File: config.mk
export PLATFORM = sky130hd
export DESIGN_NAME = axil_write_buffer_flat
export DESIGN_NICKNAME = d
export VERILOG_FILES = /design/src/rtl/axil_pkg.sv /design/src/rtl/axi_if.sv /design/src/rtl/axil_wb_fifo.sv /design/src/rtl/axil_write_buffer.sv /design/src/flat_wrapper.sv
export SDC_FILE = /design/constraint.sdc
export NUM_CORES = 1
export LEC_CHECK = 0
export ABC_AREA = 1
export BUFFER_PORTS_ARGS = -buffer_cell sky130_fd_sc_hd__buf_2
export CELL_PAD_IN_SITES_DETAIL_PLACEMENT = 0
export CELL_PAD_IN_SITES_GLOBAL_PLACEMENT = 2
export CORE_ASPECT_RATIO = 1.4
export CORE_MARGIN = 2
export CORE_UTILIZATION = 32
export DETAILED_ROUTE_END_ITERATION = 12
export GPL_ROUTABILITY_DRIVEN = 0
export PLACE_DENSITY_LB_ADDON = 0.1
export SYNTH_ARGS = -nofsm -noshare
export SYNTH_HDL_FRONTEND = slang
export SYNTH_HIERARCHICAL = 1
export SYNTH_SLANG_ARGS = --single-unit
File: constraint.sdc
create_clock -name ACLK -period 6.45 [get_ports ACLK]
set_clock_uncertainty 0.05 [all_clocks]
set_input_delay 1.29 -clock ACLK [delete_from_list [all_inputs] [get_ports ACLK]]
set_output_delay 1.29 -clock ACLK [all_outputs]
set_load 0.01 [all_outputs]
File: src/rtl/axil_pkg.sv
// Shared response codes and FSM state types for the AXI-Lite posted-write buffer.
package axil_pkg;
    localparam logic [1:0] RESP_OK            = 2'b00;
    localparam logic [1:0] SUBORDINATE_ERROR  = 2'b10;
    localparam logic [1:0] DECODE_ERROR       = 2'b11;

    typedef enum logic [1:0] {
        D_IDLE,
        D_SEND,
        D_AWAIT_B
    } drain_state_t;

    typedef enum logic [1:0] {
        R_IDLE,
        R_ADDR,
        R_DATA,
        R_RESP
    } read_state_t;
endpackage

File: src/rtl/axi_if.sv
// AXI-Lite bundle. Handshake rule on every channel: a transfer happens on a rising
// edge where VALID and READY are both high; VALID never waits on READY.
interface axi_if #(
    parameter int ADDR_WIDTH = 32,
    parameter int DATA_WIDTH = 32
);
    logic [ADDR_WIDTH-1:0]   AWADDR;
    logic [2:0]              AWPROT;
    logic                    AWVALID;
    logic                    AWREADY;
    logic [DATA_WIDTH-1:0]   WDATA;
    logic [DATA_WIDTH/8-1:0] WSTRB;
    logic                    WVALID;
    logic                    WREADY;
    logic [1:0]              BRESP;
    logic                    BVALID;
    logic                    BREADY;
    logic [ADDR_WIDTH-1:0]   ARADDR;
    logic [2:0]              ARPROT;
    logic                    ARVALID;
    logic                    ARREADY;
    logic [DATA_WIDTH-1:0]   RDATA;
    logic [1:0]              RRESP;
    logic                    RVALID;
    logic                    RREADY;

    modport manager (
        output AWADDR, AWPROT, AWVALID, input AWREADY,
        output WDATA, WSTRB, WVALID, input WREADY,
        input BRESP, BVALID, output BREADY,
        output ARADDR, ARPROT, ARVALID, input ARREADY,
        input RDATA, RRESP, RVALID, output RREADY
    );

    modport subord (
        input AWADDR, AWPROT, AWVALID, output AWREADY,
        input WDATA, WSTRB, WVALID, output WREADY,
        output BRESP, BVALID, input BREADY,
        input ARADDR, ARPROT, ARVALID, output ARREADY,
        output RDATA, RRESP, RVALID, input RREADY
    );
endinterface

File: src/rtl/axil_wb_fifo.sv
// Write-entry FIFO with extended pointers and a combinational youngest-match
// lookup over every live entry, the head included, for read forwarding.
module axil_wb_fifo #(
    parameter int DEPTH      = 4,
    parameter int ADDR_WIDTH = 32,
    parameter int DATA_WIDTH = 32,
    localparam int IDX_W     = $clog2(DEPTH),
    localparam int PTR_W     = $clog2(DEPTH) + 1,
    localparam int STRB_W    = DATA_WIDTH / 8
) (
    input  logic                  clk,
    input  logic                  rst,
    input  logic                  push,
    input  logic [ADDR_WIDTH-1:0] push_addr,
    input  logic [DATA_WIDTH-1:0] push_data,
    input  logic [STRB_W-1:0]     push_strb,
    input  logic                  pop,
    output logic [ADDR_WIDTH-1:0] head_addr,
    output logic [DATA_WIDTH-1:0] head_data,
    output logic [STRB_W-1:0]     head_strb,
    output logic [PTR_W-1:0]      count,
    input  logic [ADDR_WIDTH-3:0] lookup_word,
    output logic                  hit,
    output logic [DATA_WIDTH-1:0] hit_data
);
    logic [ADDR_WIDTH-1:0] addr_mem [DEPTH];
    logic [DATA_WIDTH-1:0] data_mem [DEPTH];
    logic [STRB_W-1:0]     strb_mem [DEPTH];
    logic [PTR_W-1:0]      head;
    logic [PTR_W-1:0]      tail;
    logic [IDX_W-1:0]      idx;

    always_ff @(posedge clk) begin
        if (push) begin
            addr_mem[tail[IDX_W-1:0]] <= push_addr;
            data_mem[tail[IDX_W-1:0]] <= push_data;
            strb_mem[tail[IDX_W-1:0]] <= push_strb;
        end
    end

    // Entry liveness comes from the pointers, so resetting them invalidates everything.
    always_ff @(posedge clk or posedge rst) begin
        if (rst) begin
            head <= '0;
            tail <= '0;
        end else begin
            if (push) tail <= tail + 1'b1;
            if (pop)  head <= head + 1'b1;
        end
    end

    assign count     = tail - head;
    assign head_addr = addr_mem[head[IDX_W-1:0]];
    assign head_data = data_mem[head[IDX_W-1:0]];
    assign head_strb = strb_mem[head[IDX_W-1:0]];

    // Walk oldest to youngest; a later match overrides, leaving the youngest.
    always_comb begin
        hit      = 1'b0;
        hit_data = '0;
        idx      = '0;
        for (int k = 0; k < DEPTH; k++) begin
            idx = head[IDX_W-1:0] + IDX_W'(k);
            if ((PTR_W'(k) < count) && (addr_mem[idx][ADDR_WIDTH-1:2] == lookup_word)) begin
                hit      = 1'b1;
                hit_data = data_mem[idx];
            end
        end
    end
endmodule

File: src/rtl/axil_write_buffer.sv
// Posted-write buffer: acks cache writebacks at once, drains them in order one at a
// time, and serves reads from memory or, on a word hit, from the youngest buffered write.
module axil_write_buffer
    import axil_pkg::*;
#(
    parameter int DEPTH      = 4,
    parameter int ADDR_WIDTH = 32,
    parameter int DATA_WIDTH = 32
) (
    input  logic                     ACLK,
    input  logic                     ARESET,
    axi_if.subord                    up,
    axi_if.manager                   down,
    output drain_state_t             drain_state,
    output read_state_t              read_state,
    output logic [$clog2(DEPTH):0]   count
);
    localparam int PTR_W  = $clog2(DEPTH) + 1;
    localparam int STRB_W = DATA_WIDTH / 8;

    drain_state_t          drain_state_n;
    read_state_t           read_state_n;
    logic                  aw_done, aw_done_n, w_done, w_done_n;
    logic [ADDR_WIDTH-1:0] rd_addr, rd_addr_n;
    logic [DATA_WIDTH-1:0] rdata, rdata_n;
    logic                  bvalid, wr_ready, wr_accept, pop, sending, hit;
    logic [ADDR_WIDTH-1:0] head_addr;
    logic [DATA_WIDTH-1:0] head_data, hit_data;
    logic [STRB_W-1:0]     head_strb;
    logic                  unused_bits;

    axil_wb_fifo #(.DEPTH(DEPTH), .ADDR_WIDTH(ADDR_WIDTH), .DATA_WIDTH(DATA_WIDTH)) u_fifo (
        .clk(ACLK), .rst(ARESET),
        .push(wr_accept), .push_addr(up.AWADDR), .push_data(up.WDATA), .push_strb(up.WSTRB),
        .pop(pop), .head_addr(head_addr), .head_data(head_data), .head_strb(head_strb),
        .count(count), .lookup_word(up.ARADDR[ADDR_WIDTH-1:2]), .hit(hit), .hit_data(hit_data)
    );

    // Readiness uses the registered count only: a same-cycle pop grants no credit.
    assign wr_ready   = !ARESET && (count < PTR_W'(DEPTH)) && !bvalid;
    assign wr_accept  = up.AWVALID && up.WVALID && wr_ready;
    assign up.AWREADY = wr_ready;
    assign up.WREADY  = wr_ready;
    assign up.BVALID  = bvalid;
    assign up.BRESP   = RESP_OK;
    assign up.ARREADY = !ARESET && (read_state == R_IDLE);
    assign up.RVALID  = (read_state == R_RESP);
    assign up.RDATA   = rdata;
    assign up.RRESP   = RESP_OK;

    assign sending      = (drain_state == D_SEND);
    assign down.AWVALID = sending && !aw_done;
    assign down.WVALID  = sending && !w_done;
    assign down.AWADDR  = sending ? head_addr : '0;
    assign down.WDATA   = sending ? head_data : '0;
    assign down.WSTRB   = sending ? head_strb : '0;
    assign down.AWPROT  = 3'b000;
    assign down.BREADY  = (drain_state == D_AWAIT_B);
    assign down.ARVALID = (read_state == R_ADDR);
    assign down.ARADDR  = (read_state == R_ADDR) ? rd_addr : '0;
    assign down.ARPROT  = 3'b000;
    assign down.RREADY  = (read_state == R_DATA);

    assign unused_bits = ^{up.AWPROT, up.ARPROT, down.BRESP, down.RRESP};

    always_ff @(posedge ACLK or posedge ARESET) begin
        if (ARESET) begin
            drain_state <= D_IDLE;
            aw_done     <= 1'b0;
            w_done      <= 1'b0;
            read_state  <= R_IDLE;
            rd_addr     <= '0;
            rdata       <= '0;
            bvalid      <= 1'b0;
        end else begin
            drain_state <= drain_state_n;
            aw_done     <= aw_done_n;
            w_done      <= w_done_n;
            read_state  <= read_state_n;
            rd_addr     <= rd_addr_n;
            rdata       <= rdata_n;
            if (wr_accept)      bvalid <= 1'b1;
            else if (up.BREADY) bvalid <= 1'b0;
        end
    end

    // AW and W complete independently; each done flag retires its VALID.
    always_comb begin
        drain_state_n = drain_state;
        aw_done_n     = aw_done;
        w_done_n      = w_done;
        pop           = 1'b0;
        case (drain_state)
            D_IDLE:    if (count != '0) drain_state_n = D_SEND;
            D_SEND: begin
                aw_done_n = aw_done || down.AWREADY;
                w_done_n  = w_done || down.WREADY;
                if (aw_done_n && w_done_n) drain_state_n = D_AWAIT_B;
            end
            D_AWAIT_B: if (down.BVALID) begin
                pop           = 1'b1;
                aw_done_n     = 1'b0;
                w_done_n      = 1'b0;
                drain_state_n = D_IDLE;
            end
            default:   drain_state_n = D_IDLE;
        endcase
    end

    always_comb begin
        read_state_n = read_state;
        rd_addr_n    = rd_addr;
        rdata_n      = rdata;
        case (read_state)
            R_IDLE: if (up.ARVALID && up.ARREADY) begin
                if (hit) begin
                    rdata_n      = hit_data;
                    read_state_n = R_RESP;
                end else begin
                    rd_addr_n    = up.ARADDR;
                    read_state_n = R_ADDR;
                end
            end
            R_ADDR: if (down.ARREADY) read_state_n = R_DATA;
            R_DATA: if (down.RVALID) begin
                rdata_n      = down.RDATA;
                read_state_n = R_RESP;
            end
            R_RESP: if (up.RREADY) read_state_n = R_IDLE;
            default: read_state_n = R_IDLE;
        endcase
    end

    a_aw_w_paired: assert property (@(posedge ACLK) disable iff (ARESET) up.AWVALID == up.WVALID);
    a_full_strb:   assert property (@(posedge ACLK) disable iff (ARESET) wr_accept |-> (&up.WSTRB));
    a_single_port: assert property (@(posedge ACLK) disable iff (ARESET)
                                    up.ARVALID |-> (!up.AWVALID && !up.WVALID));
endmodule

File: src/flat_wrapper.sv
// flat-port wrapper written by rule: the top's interface ports become plain ports
module axil_write_buffer_flat import axil_pkg::*;
#(
    parameter int DEPTH      = 4,
    parameter int ADDR_WIDTH = 32,
    parameter int DATA_WIDTH = 32
)
  (ACLK, ARESET, drain_state, read_state, count, up_AWADDR, up_AWPROT, up_AWVALID, up_AWREADY, up_WDATA, up_WSTRB, up_WVALID, up_WREADY, up_BRESP, up_BVALID, up_BREADY, up_ARADDR, up_ARPROT, up_ARVALID, up_ARREADY, up_RDATA, up_RRESP, up_RVALID, up_RREADY, down_AWADDR, down_AWPROT, down_AWVALID, down_AWREADY, down_WDATA, down_WSTRB, down_WVALID, down_WREADY, down_BRESP, down_BVALID, down_BREADY, down_ARADDR, down_ARPROT, down_ARVALID, down_ARREADY, down_RDATA, down_RRESP, down_RVALID, down_RREADY);
  axi_if #(.ADDR_WIDTH(ADDR_WIDTH), .DATA_WIDTH(DATA_WIDTH)) up_i ();
  axi_if #(.ADDR_WIDTH(ADDR_WIDTH), .DATA_WIDTH(DATA_WIDTH)) down_i ();
  input  logic ACLK;
  input  logic ARESET;
  output drain_state_t drain_state;
  output read_state_t read_state;
  output logic [$clog2(DEPTH):0] count;
  input wire logic [$bits(up_i.AWADDR)-1:0] up_AWADDR;
  input wire logic [$bits(up_i.AWPROT)-1:0] up_AWPROT;
  input wire logic [$bits(up_i.AWVALID)-1:0] up_AWVALID;
  output wire logic [$bits(up_i.AWREADY)-1:0] up_AWREADY;
  input wire logic [$bits(up_i.WDATA)-1:0] up_WDATA;
  input wire logic [$bits(up_i.WSTRB)-1:0] up_WSTRB;
  input wire logic [$bits(up_i.WVALID)-1:0] up_WVALID;
  output wire logic [$bits(up_i.WREADY)-1:0] up_WREADY;
  output wire logic [$bits(up_i.BRESP)-1:0] up_BRESP;
  output wire logic [$bits(up_i.BVALID)-1:0] up_BVALID;
  input wire logic [$bits(up_i.BREADY)-1:0] up_BREADY;
  input wire logic [$bits(up_i.ARADDR)-1:0] up_ARADDR;
  input wire logic [$bits(up_i.ARPROT)-1:0] up_ARPROT;
  input wire logic [$bits(up_i.ARVALID)-1:0] up_ARVALID;
  output wire logic [$bits(up_i.ARREADY)-1:0] up_ARREADY;
  output wire logic [$bits(up_i.RDATA)-1:0] up_RDATA;
  output wire logic [$bits(up_i.RRESP)-1:0] up_RRESP;
  output wire logic [$bits(up_i.RVALID)-1:0] up_RVALID;
  input wire logic [$bits(up_i.RREADY)-1:0] up_RREADY;
  output wire logic [$bits(down_i.AWADDR)-1:0] down_AWADDR;
  output wire logic [$bits(down_i.AWPROT)-1:0] down_AWPROT;
  output wire logic [$bits(down_i.AWVALID)-1:0] down_AWVALID;
  input wire logic [$bits(down_i.AWREADY)-1:0] down_AWREADY;
  output wire logic [$bits(down_i.WDATA)-1:0] down_WDATA;
  output wire logic [$bits(down_i.WSTRB)-1:0] down_WSTRB;
  output wire logic [$bits(down_i.WVALID)-1:0] down_WVALID;
  input wire logic [$bits(down_i.WREADY)-1:0] down_WREADY;
  input wire logic [$bits(down_i.BRESP)-1:0] down_BRESP;
  input wire logic [$bits(down_i.BVALID)-1:0] down_BVALID;
  output wire logic [$bits(down_i.BREADY)-1:0] down_BREADY;
  output wire logic [$bits(down_i.ARADDR)-1:0] down_ARADDR;
  output wire logic [$bits(down_i.ARPROT)-1:0] down_ARPROT;
  output wire logic [$bits(down_i.ARVALID)-1:0] down_ARVALID;
  input wire logic [$bits(down_i.ARREADY)-1:0] down_ARREADY;
  input wire logic [$bits(down_i.RDATA)-1:0] down_RDATA;
  input wire logic [$bits(down_i.RRESP)-1:0] down_RRESP;
  input wire logic [$bits(down_i.RVALID)-1:0] down_RVALID;
  output wire logic [$bits(down_i.RREADY)-1:0] down_RREADY;
  assign up_i.AWADDR = up_AWADDR;
  assign up_i.AWPROT = up_AWPROT;
  assign up_i.AWVALID = up_AWVALID;
  assign up_AWREADY = up_i.AWREADY;
  assign up_i.WDATA = up_WDATA;
  assign up_i.WSTRB = up_WSTRB;
  assign up_i.WVALID = up_WVALID;
  assign up_WREADY = up_i.WREADY;
  assign up_BRESP = up_i.BRESP;
  assign up_BVALID = up_i.BVALID;
  assign up_i.BREADY = up_BREADY;
  assign up_i.ARADDR = up_ARADDR;
  assign up_i.ARPROT = up_ARPROT;
  assign up_i.ARVALID = up_ARVALID;
  assign up_ARREADY = up_i.ARREADY;
  assign up_RDATA = up_i.RDATA;
  assign up_RRESP = up_i.RRESP;
  assign up_RVALID = up_i.RVALID;
  assign up_i.RREADY = up_RREADY;
  assign down_AWADDR = down_i.AWADDR;
  assign down_AWPROT = down_i.AWPROT;
  assign down_AWVALID = down_i.AWVALID;
  assign down_i.AWREADY = down_AWREADY;
  assign down_WDATA = down_i.WDATA;
  assign down_WSTRB = down_i.WSTRB;
  assign down_WVALID = down_i.WVALID;
  assign down_i.WREADY = down_WREADY;
  assign down_i.BRESP = down_BRESP;
  assign down_i.BVALID = down_BVALID;
  assign down_BREADY = down_i.BREADY;
  assign down_ARADDR = down_i.ARADDR;
  assign down_ARPROT = down_i.ARPROT;
  assign down_ARVALID = down_i.ARVALID;
  assign down_i.ARREADY = down_ARREADY;
  assign down_i.RDATA = down_RDATA;
  assign down_i.RRESP = down_RRESP;
  assign down_i.RVALID = down_RVALID;
  assign down_RREADY = down_i.RREADY;
  axil_write_buffer #(.DEPTH(DEPTH), .ADDR_WIDTH(ADDR_WIDTH), .DATA_WIDTH(DATA_WIDTH)) u_core (.ACLK(ACLK), .ARESET(ARESET), .up(up_i), .down(down_i), .drain_state(drain_state), .read_state(read_state), .count(count));
endmodule
==> run metrics <==
CTS Sinks 349; cell chain of the critical path buf_12 -> ha_1 -> fa_1 -> inv_1 -> nand2_1 -> and2_1 -> nand2_1 -> nand2_1 -> nor2_1 -> nand2_1 -> nor2_1 -> nand2_1 -> nor2_4 -> inv_2 -> nand4_1 -> nand3b_4 -> o21ai_0; share of the yosys chip area belonging to registers 44.9%; non-filler cells, final about 4300; post-CTS resize count 0; Synth area leader edfxtp_1; worst min path class register to register; Post-Syn Instances a little over 3000; starting density of the core about 32%; Synth Area per Inst between 7 and 8 µm²; DIE HEIGHT between 300 and 400 µm; Core Box Area 69900 µm²; worst-path maximum fanout about 180; Yosys top cell area share between 30% and 40%; Die ar. 72500 µm²; Post-CTS Hold Buffers 0; Worst path slowest cell dfrtp_4; Wirelength per Cell 19.8 µm; vias per cell a little under 5; drt first-iter violations about 1100; Arr. time, crit path around 5.6 ns; worst rel slew slack around 28%; first-pass GRT wire length 124000 µm; htree depth 2; CTS root buffer clkbuf_16; final setup fails 0; Post-DP HPWL just under 60000 µm; post-synthesis mux area share 5.69%; Core Rows 115; RSZ-0062 raised after global routing false; Ys Warns 6; pin slew with the least headroom to its limit roughly 1.1 ns; Setup TNS Final 0 ns; Post-Synth Adder-Cell Area less than 1%; port bufs approximately 300; proportion of layout cells with a drive suffix above 1 12.8%; antenna viol nets, final 0; Critical Path Source Type register; synth top area cells edfxtp_1, nand2_1, dfrtp_1, nand3_1, inv_1; Worst path max stage delay between 0.7 and 0.8 ns; # IOs 313; Pleak around 0.013 µW; worst-skew pair later-pin latency 0.57 ns; post-synthesis simple-gate area fraction around 32%; Final Cycle Share between 80% and 90%; Vias slightly above 20000; FF+latch count, synth 349; initial antenna violation count 12; Pwr Density 460 nW/µm²; Cells after DPL approximately 4200; Residual DRC 0; f_max ~190 MHz; Congestion Overflow GR 0; area grow syn2layout 16.1%; TritonCTS clock tree built; synthesized area 22500 µm²; critical path type register to register; status finished, final reports clean; Fin. Hold Viols 0; largest net degree at the start of global routing 183; Worst-path clk slew roughly 0.060 ns; minimum clock period after layout about 5.2 ns; most used cell, CP nand2_1; count of final max-slew check failures 0; First-pass DRT Iterations 5; xor/xnor share of the synthesized area less than 1%; CP endpoint kind register; Yosys cell types 36; CTS Buffer Depth 3; fin nets approximately 3500; DIE WIDTH approximately 230 µm; Inserted Clock Buffers 42; critical path required time about 6.9 ns; total track usage roughly 23%; complex-gate fraction of the synthesized area under 10%; count of max-cap constraint violations 0; Post-Route WL 84300 µm; # Post-CTS Setup Buffers 0; worst vdd ir around 0.00040 V; vias in the first global route just over 20000; largest family of logic cells by synthesized area simple AND/OR/NAND/NOR gates
layout by cell type, fill, tap and decap left out, drive strengths merged, types with 3 or more instances in the layout:
cell and n:
and2 4, or2 3, nand4 42, conb 10, inv 363, ha 10, xor2 24, nand3 299
o211ai 13, a21oi 5, nand2 1283, o21ai 202, nor3 6, mux2i 128, clkinvlp 3, diode 3
clkinv 28, o22ai 9, clkbuf 52, buf 337, edfxtp 272, nor2 145, dfrtp 77
report_power, final:
group	internal, µW	switching, µW
clock network	1310	971
logic	2080	4700
registers	2740	218
total	6130	5890
cell usage after synthesis:
master and count:
nand2_1 1282, inv_1 361, nand3_1 298, edfxtp_1 272
o21ai_0 187, nor2_1 143, mux2i_1 128, dfrtp_1 77
buf_2 72, clkbuf_1 55, nand4_1 42, xor2_1 24
buf_4 23, o21ai_1 14, buf_6 13, o211ai_1 13
buf_1 10, ha_1 10, o22ai_1 9, inv_2 8
nor3_1 6, a21oi_1 5, and2_1 3, nor2_4 2
or2_0 2, a21boi_1 1, and2_0 1, conb_1 1
fa_1 1, nand2_2 1, nand3_2 1, nand3b_4 1
o2111ai_1 1, o21ai_4 1, o31ai_1 1, or2_2 1
critical path, delay by kind of cell, from the launching register on:
kind	cells	cell delay [ns]
AND/OR/NAND/NOR	11	2.00
buffers and inverters	3	1.27
flip-flops	1	0.77
adder cells (fa/ha/maj)	2	0.49
AO/OA/AOI/OAI	1	0.39
flip-flops by register name, indices dropped and copies added (netlist names):
name / count
u_core/u_fifo/strb_mem: 16
u_core/rd_addr: 32
u_core/u_fifo/addr_mem: 128
u_core/up.RDATA: 32
u_core/read_state: 2
u_core/u_fifo/head: 3
u_core/aw_done: 1
u_core/w_done: 1
u_core/drain_state: 2
u_core/u_fifo/tail: 3
u_core/up.BVALID: 1
u_core/u_fifo/data_mem: 128
layer usage:
layer  track usage [%]  share of wire, %
met1              24.4                38
met2              44.7                54
met3              2.95               3.9
met4              9.41               4.2
met5                 0             0.062
per-stage QoR:
stage	setup WS (ns)	hold slack [ns]	power, µW	util [%]	area [µm²]
2_1_floorplan	2.34	0.403	7710	-	22500
3_3_place_gp	1.34	0.414	9810	35.5	24800
3_5_place_dp	1.24	0.415	9860	35.5	24800
4_1_cts	1.22	0.430	12200	37.4	26100
5_1_grt	0.830	0.461	13100	37.4	26100
6_report	1.28	0.427	12000	37.4	26100
final timing paths:
path                                                         from                                 to  slack [ns]  cells after the start
worst max-delay path            u_core/u_fifo/head[0]$_DFFE_PP0P_     u_core/rd_addr[18]$_DFFE_PP0P_        1.28                     17
worst min-delay path              u_core/up.RDATA[31]$_DFFE_PP0P_    u_core/up.RDATA[31]$_DFFE_PP0P_        0.43                      2
worst max register to register  u_core/u_fifo/head[0]$_DFFE_PP0P_     u_core/rd_addr[18]$_DFFE_PP0P_        1.28                     17
worst min register to register    u_core/up.RDATA[31]$_DFFE_PP0P_    u_core/up.RDATA[31]$_DFFE_PP0P_        0.43                      2
max in group asynchronous                                  ARESET     u_core/rd_addr[22]$_DFFE_PP0P_        4.66                      3
min in group asynchronous                                  ARESET  u_core/u_fifo/head[0]$_DFFE_PP0P_        0.69                      2
logic make-up after synthesis:
logic type,after synthesis
multiplexers,128
AO/OA/AOI/OAI,232
adder cells (fa/ha/maj),11
other,1
XOR/XNOR,24
AND/OR/NAND/NOR,1783
buffers and inverters,542
flip-flops,349
layout make-up:
cell class | count | area, µm²
Multi-Input combinational cell | 2188 | 10200
Inverter | 369 | 1400
Tap cell | 936 | 1170
Timing Repair Buffer | 337 | 1990
Clock inverter | 26 | 154
Fill cell | 7556 | 43800
Clock buffer | 52 | 1150
Sequential cell | 349 | 10100
Antenna cell | 3 | 7.51
Note: power is estimated with default switching activity, not from simulation.
